==> src/rtl/fft_pkg.sv <==
// Shared constants and helpers for the radix-2^2 SDF FFT datapath stages.
// Q1.15 rounding/saturation bounds are functions of word width so any stage width can reuse them.
package fft_pkg;

  localparam int WIDTH = 16;
  localparam int LOG_N = 6;
  localparam int ADDR_W = 8;

  function automatic longint rndConst(input int w);
    return 64'sd1 <<< (w - 2);
  endfunction

  function automatic longint satMax(input int w);
    return (64'sd1 <<< (w - 1)) - 64'sd1;
  endfunction

  function automatic longint satMin(input int w);
    return -(64'sd1 <<< (w - 1));
  endfunction

  // Quadrant select to twiddle exponent multiplier (bit-reversed order of the radix-2^2 split).
  function automatic logic [1:0] selToK(input logic [1:0] sel);
    case (sel)
      2'd0:    return 2'd0;
      2'd1:    return 2'd2;
      2'd2:    return 2'd1;
      default: return 2'd3;
    endcase
  endfunction

endpackage

==> src/rtl/cmult_q15.sv <==
// Two-stage pipelined Q1.15 complex multiplier: registered products, then sum/round/saturate
// into the output register. A bypass flag forwards the delayed sample untouched.
module cmult_q15
  import fft_pkg::*;
#(
  parameter int WIDTH = fft_pkg::WIDTH
) (
  input  logic             clock,
  input  logic             reset,
  input  logic             en_i,
  input  logic             bypass_i,
  input  logic [WIDTH-1:0] a_re_i,
  input  logic [WIDTH-1:0] a_im_i,
  input  logic [WIDTH-1:0] b_re_i,
  input  logic [WIDTH-1:0] b_im_i,
  output logic             en_o,
  output logic [WIDTH-1:0] re_o,
  output logic [WIDTH-1:0] im_o
);

  localparam int PROD_W = 2 * WIDTH;
  localparam int SUM_W  = 2 * WIDTH + 1;
  localparam logic signed [SUM_W-1:0] RND     = SUM_W'(rndConst(WIDTH));
  localparam logic signed [SUM_W-1:0] SAT_MAX = SUM_W'(satMax(WIDTH));
  localparam logic signed [SUM_W-1:0] SAT_MIN = SUM_W'(satMin(WIDTH));

  logic signed [PROD_W-1:0] aReX, aImX, bReX, bImX;
  logic signed [PROD_W-1:0] prRR_q, prII_q, prRI_q, prIR_q;
  logic                     en2_q, byp2_q;
  logic [WIDTH-1:0]         dRe2_q, dIm2_q;
  logic signed [SUM_W-1:0]  sumRe, sumIm, shRe, shIm;
  logic [WIDTH-1:0]         re_d, im_d;
  logic                     en_q;
  logic [WIDTH-1:0]         re_q, im_q;

  assign aReX = {{WIDTH{a_re_i[WIDTH-1]}}, a_re_i};
  assign aImX = {{WIDTH{a_im_i[WIDTH-1]}}, a_im_i};
  assign bReX = {{WIDTH{b_re_i[WIDTH-1]}}, b_re_i};
  assign bImX = {{WIDTH{b_im_i[WIDTH-1]}}, b_im_i};

  always_ff @(posedge clock) begin
    if (reset) begin
      en2_q <= 1'b0;
    end else begin
      en2_q <= en_i;
    end
  end

  always_ff @(posedge clock) begin
    if (en_i) begin
      prRR_q <= aReX * bReX;
      prII_q <= aImX * bImX;
      prRI_q <= aReX * bImX;
      prIR_q <= aImX * bReX;
      byp2_q <= bypass_i;
      dRe2_q <= a_re_i;
      dIm2_q <= a_im_i;
    end
  end

  function automatic logic [WIDTH-1:0] satWord(input logic signed [SUM_W-1:0] v);
    if (v > SAT_MAX) return SAT_MAX[WIDTH-1:0];
    if (v < SAT_MIN) return SAT_MIN[WIDTH-1:0];
    return v[WIDTH-1:0];
  endfunction

  // Sums carry one guard bit so the -1*-1 corner cannot wrap before saturation.
  always_comb begin
    sumRe = {prRR_q[PROD_W-1], prRR_q} - {prII_q[PROD_W-1], prII_q};
    sumIm = {prRI_q[PROD_W-1], prRI_q} + {prIR_q[PROD_W-1], prIR_q};
    shRe  = (sumRe + RND) >>> (WIDTH - 1);
    shIm  = (sumIm + RND) >>> (WIDTH - 1);
    re_d  = satWord(shRe);
    im_d  = satWord(shIm);
    if (byp2_q) begin
      re_d = dRe2_q;
      im_d = dIm2_q;
    end
  end

  always_ff @(posedge clock) begin
    if (reset) begin
      en_q <= 1'b0;
      re_q <= '0;
      im_q <= '0;
    end else begin
      en_q <= en2_q;
      if (en2_q) begin
        re_q <= re_d;
        im_q <= im_d;
      end
    end
  end

  assign en_o = en_q;
  assign re_o = re_q;
  assign im_o = im_q;

endmodule

==> src/rtl/twiddle_rotator.sv <==
// Twiddle-multiply stage of the radix-2^2 SDF FFT: sample counter, twiddle ROM addressing,
// bypass detection and the P1 register that aligns data with the one-cycle ROM read.
module twiddle_rotator
  import fft_pkg::*;
#(
  parameter int WIDTH = fft_pkg::WIDTH,
  parameter int LOG_N = fft_pkg::LOG_N,
  parameter int LOG_M = 6
) (
  input  logic             clock,
  input  logic             reset,
  input  logic             di_en,
  input  logic [WIDTH-1:0] di_re,
  input  logic [WIDTH-1:0] di_im,
  output logic [7:0]       tw_addr,
  input  logic [WIDTH-1:0] tw_re,
  input  logic [WIDTH-1:0] tw_im,
  output logic             do_en,
  output logic [WIDTH-1:0] do_re,
  output logic [WIDTH-1:0] do_im
);

  logic [LOG_M-1:0] cnt_q, cnt_d;
  logic [1:0]       sel;
  logic [LOG_M-3:0] idx;
  logic [7:0]       addrProd;
  logic             byp;
  logic             en1_q, byp1_q;
  logic [WIDTH-1:0] dRe1_q, dIm1_q;

  assign cnt_d    = cnt_q + 1'b1;
  assign sel      = cnt_q[LOG_M-1:LOG_M-2];
  assign idx      = cnt_q[LOG_M-3:0];
  assign addrProd = 8'(idx) * 8'(selToK(sel));
  assign tw_addr  = addrProd << (LOG_N - LOG_M);
  assign byp      = (tw_addr == 8'd0);

  // M is a power of two, so the natural counter overflow is the block wrap.
  always_ff @(posedge clock) begin
    if (reset) begin
      cnt_q <= '0;
      en1_q <= 1'b0;
    end else begin
      en1_q <= di_en;
      if (di_en) begin
        cnt_q <= cnt_d;
      end
    end
  end

  always_ff @(posedge clock) begin
    if (di_en) begin
      byp1_q <= byp;
      dRe1_q <= di_re;
      dIm1_q <= di_im;
    end
  end

  cmult_q15 #(
    .WIDTH(WIDTH)
  ) uMult (
    .clock   (clock),
    .reset   (reset),
    .en_i    (en1_q),
    .bypass_i(byp1_q),
    .a_re_i  (dRe1_q),
    .a_im_i  (dIm1_q),
    .b_re_i  (tw_re),
    .b_im_i  (tw_im),
    .en_o    (do_en),
    .re_o    (do_re),
    .im_o    (do_im)
  );

endmodule

==> config.mk <==
export PLATFORM = sky130hd
export DESIGN_NAME = twiddle_rotator
export DESIGN_NICKNAME = d
export VERILOG_FILES = /design/src/rtl/fft_pkg.sv /design/src/rtl/cmult_q15.sv /design/src/rtl/twiddle_rotator.sv
export SDC_FILE = /design/constraint.sdc
export NUM_CORES = 2
export LEC_CHECK = 0
export BUFFER_PORTS_ARGS = -buffer_cell sky130_fd_sc_hd__buf_4
export CAP_MARGIN = 25
export CORE_UTILIZATION = 40
export DETAILED_ROUTE_END_ITERATION = 8
export GPL_TIMING_DRIVEN = 0
export SYNTH_ARGS = -nofsm -noshare
export SYNTH_HDL_FRONTEND = slang
export SYNTH_HIERARCHICAL = 1
export SYNTH_SLANG_ARGS = --single-unit
==> constraint.sdc <==
create_clock -name clock -period 10.7 [get_ports clock]
set_input_delay 2.14 -clock clock [delete_from_list [all_inputs] [get_ports clock]]
set_output_delay 2.14 -clock clock [all_outputs]
set_load 0.1 [all_outputs]
==> results by group <==
Cells and area
  – Non-Filler Instances: ~7000
  – Filler instances: between 10000 and 15000
  – Syn-to-layout area delta: 8.79%
  – Most frequent cells in the layout: inv_1 (1176), fa_1 (1049), nand2_1 (559)
  – Commonest non-fill, non-tap cell in the layout: inv_1
  – Final nets: about 6900
  – Final core occ: 43.9%
  – Layout cells sized above 1: 4.22%

Flow run
  – Max-Cap Viols: 0

Worst setup path
  – Largest stage delay on the critical path: around 800 ps
  – Crit path kind: in2reg
  – Worst EP arrival: ~10000 ps
  – Most common cell on crit path: fa_1
  – CP Data Required Time: 11010 ps
  – Startpoint Class: input port
  – Critical Path Sink Type: flop
  – CP max stage cell: xnor2_1
  – Worst-path fanout max: 10

Clock network
  – CTS Sinks: 235
  – Latest clock arrival within the worst-skew pair: about 650 ps
  – # hold bufs at CTS: 0
  – Post-CTS Repair Setup Buffers: 0
  – Clk slew on worst S/H paths: 60 ps
  – Post-cts gate resize count: 0
  – Root Buffer: clkbuf_16
  – TritonCTS clock tree: done
  – CTS Buffer Depth: 3
  – Total CTS buffers: 31
  – Number of H-tree levels: 1

STA
  – FMAX: 0.106 GHz
  – Layout Skew: ~41 ps
  – Rel. slew slack: a little under a fifth
  – Final TNS setup: 0 ps
  – Final slew viol count: 0
  – Worst-margin pin slew: about 1200 ps
  – Fin crit share: between 80 and 90%
  – Post-route setup slack: approximately 1300 ps
  – Final setup violation count: 0
  – RSZ-0062 raised after global routing: false
  – Final hold vios: 0
  – Final min period: about 9400 ps

Floorplan
  – Core area: 124000 um2
  – Die ar.: 126000 um2
  – Initial Util: roughly two fifths
  – Die Span Y: 355 um
  – Row count: 129
  – Die Wd: around 360 um
  – Io pins: 108

Yosys
  – Cells after Synth: 5134
  – Top_reg_cell synth: edfxtp_1
  – Yosys warns: 6
  – Mapped cell area: 50000 um2
  – Syn avg cell area: slightly below 10 um2
  – Unique cell type count in the Yosys netlist: 76
  – Post-synthesis register bit count: approximately 240
  – FFs w/ async S/R, synth: 0%
  – Post-synth EDFFs: between 150 and 200
  – Sequential fraction of the synthesis area: a little over an eighth

GRT
  – Total global routing overflow: 0
  – Vias in the first global route: ~37000
  – Gr usage total: 26.2%
  – Largest net degree at the start of global routing: 63
  – Initial antenna violation count: 15
  – Global-route wire length before repair: roughly 240 mm

Routing
  – Drt initial violations: about 3300
  – # DRC: 36
  – Vias per cell: 5.16
  – Detailed-route via count: roughly 36000
  – Total Wirelength: 160 mm
  – First-pass DRT Iterations: 8
  – Detail Route Antenna Nets: 0
  – WL/cell: approximately 23 um

Place
  – Post-DP HPWL: approximately 130 mm
  – Inst Count DP: slightly below 7000
  – Setup WS pre-CTS: between 600 and 700 ps
  – Final GP Congestion: 0.952
  – IO buf count: 105

Min path
  – Tightest Hold Check Type: reg2reg

Status
  – Failing checks: DRC
  – Status: finished with violations
sequential cells by signal, summed over array words and instances (netlist names), 6 cells and up:
register,cells
cnt_q,6
dIm1_q,16
dRe1_q,16
uMult/dIm2_q,16
uMult/dRe2_q,16
uMult/im_o,16
uMult/prII_q,32
uMult/prIR_q,32
uMult/prRI_q,32
uMult/prRR_q,32
uMult/re_o,16
stage by stage:
stage,cell area [um2],hold slack (ps)
finish,54300,456
global route,54300,471
CTS,54200,458
detailed placement,53100,446
global placement,52800,444
floorplan,50000,400
path summary, 6_finish.rpt:
path | end | startpoint | slack [ps] | cells after the start
max | uMult/prRI_q[30]$_DFFE_PP_ | tw_im[8] | 1260 | 25
min | uMult/re_o[13]$_SDFFE_PP0P_ | uMult/re_o[13]$_SDFFE_PP0P_ | 460 | 2
max reg2reg | uMult/prRI_q[30]$_DFFE_PP_ | dRe1_q[5]$_DFFE_PP_ | 1850 | 24
min reg2reg | uMult/re_o[13]$_SDFFE_PP0P_ | uMult/re_o[13]$_SDFFE_PP0P_ | 460 | 2
final cells by class:
class,instances,area (um2),area share (%)
Multi-Input combinational cell,3516,38100,70.1
Sequential cell,235,6650,12.2
Inverter,1176,4410,8.12
Tap cell,1637,2050,3.77
Timing Repair Buffer,133,1210,2.23
Buffer,208,808,1.49
Clock buffer,32,779,1.43
Clock inverter,26,309,0.569
Antenna cell,15,37.5,0.0691
critical path: cells and delay by family:
kind            cells  cell delay, ps
buf+inv             7            1020
simple gates        7            1630
xor+xnor            1             780
compound gates      3             780
fa+ha+maj           7            3390
cells in the mapped netlist, drive strengths merged (4+ instances only):
library cell	n	area (um2)
a21oi	145	774
xnor2	136	1190
nor2b	13	81.3
or3	7	43.8
nor3	24	120
and2	506	3170
and4	7	61.3
inv	1176	4410
o21a	28	210
dfxtp	41	821
fa	1049	21000
nand3	18	95.1
nand2b	38	238
ha	454	5680
nor4	4	25.0
a21o	68	510
nand2	559	2100
a211o	6	52.6
and3	10	62.6
xor2	42	368
o211ai	10	75.1
buf	10	65.1
o31ai	5	37.5
o21bai	26	199
o21ai	129	649
a221oi	4	58.8
nand4	10	68.8
nor2	139	522
edfxtp	194	5830
a31o	4	35.0
clkbuf	198	743
a211oi	14	110
a31oi	13	126
cell families after synthesis:
family	after synthesis	share of synthesized area [%]
adders and majority gates	1503	53.4
buffers and inverters	1384	10.5
and+or+nand+nor	1346	13.4
AOI/OAI and AO/OA	484	6.29
DFF	235	13.3
xor gates and xnor gates	178	3.12
muxes	3	0.0601
other	1	0.00751
metal layers:
layer	up-vias	wire length (um)	global-route usage, %	share of wire, %
li1	15800	-	-	-
met1	18200	64400	35.1	40
met2	1686	69500	39.3	43
met3	231	17100	6.84	11
met4	6	9280	12.5	5.8
met5	-	40	0	0.025
Power is left out: the tool's default activity adds up to more than one toggle a clock period on the data nets, which glitch-free logic cannot reach.
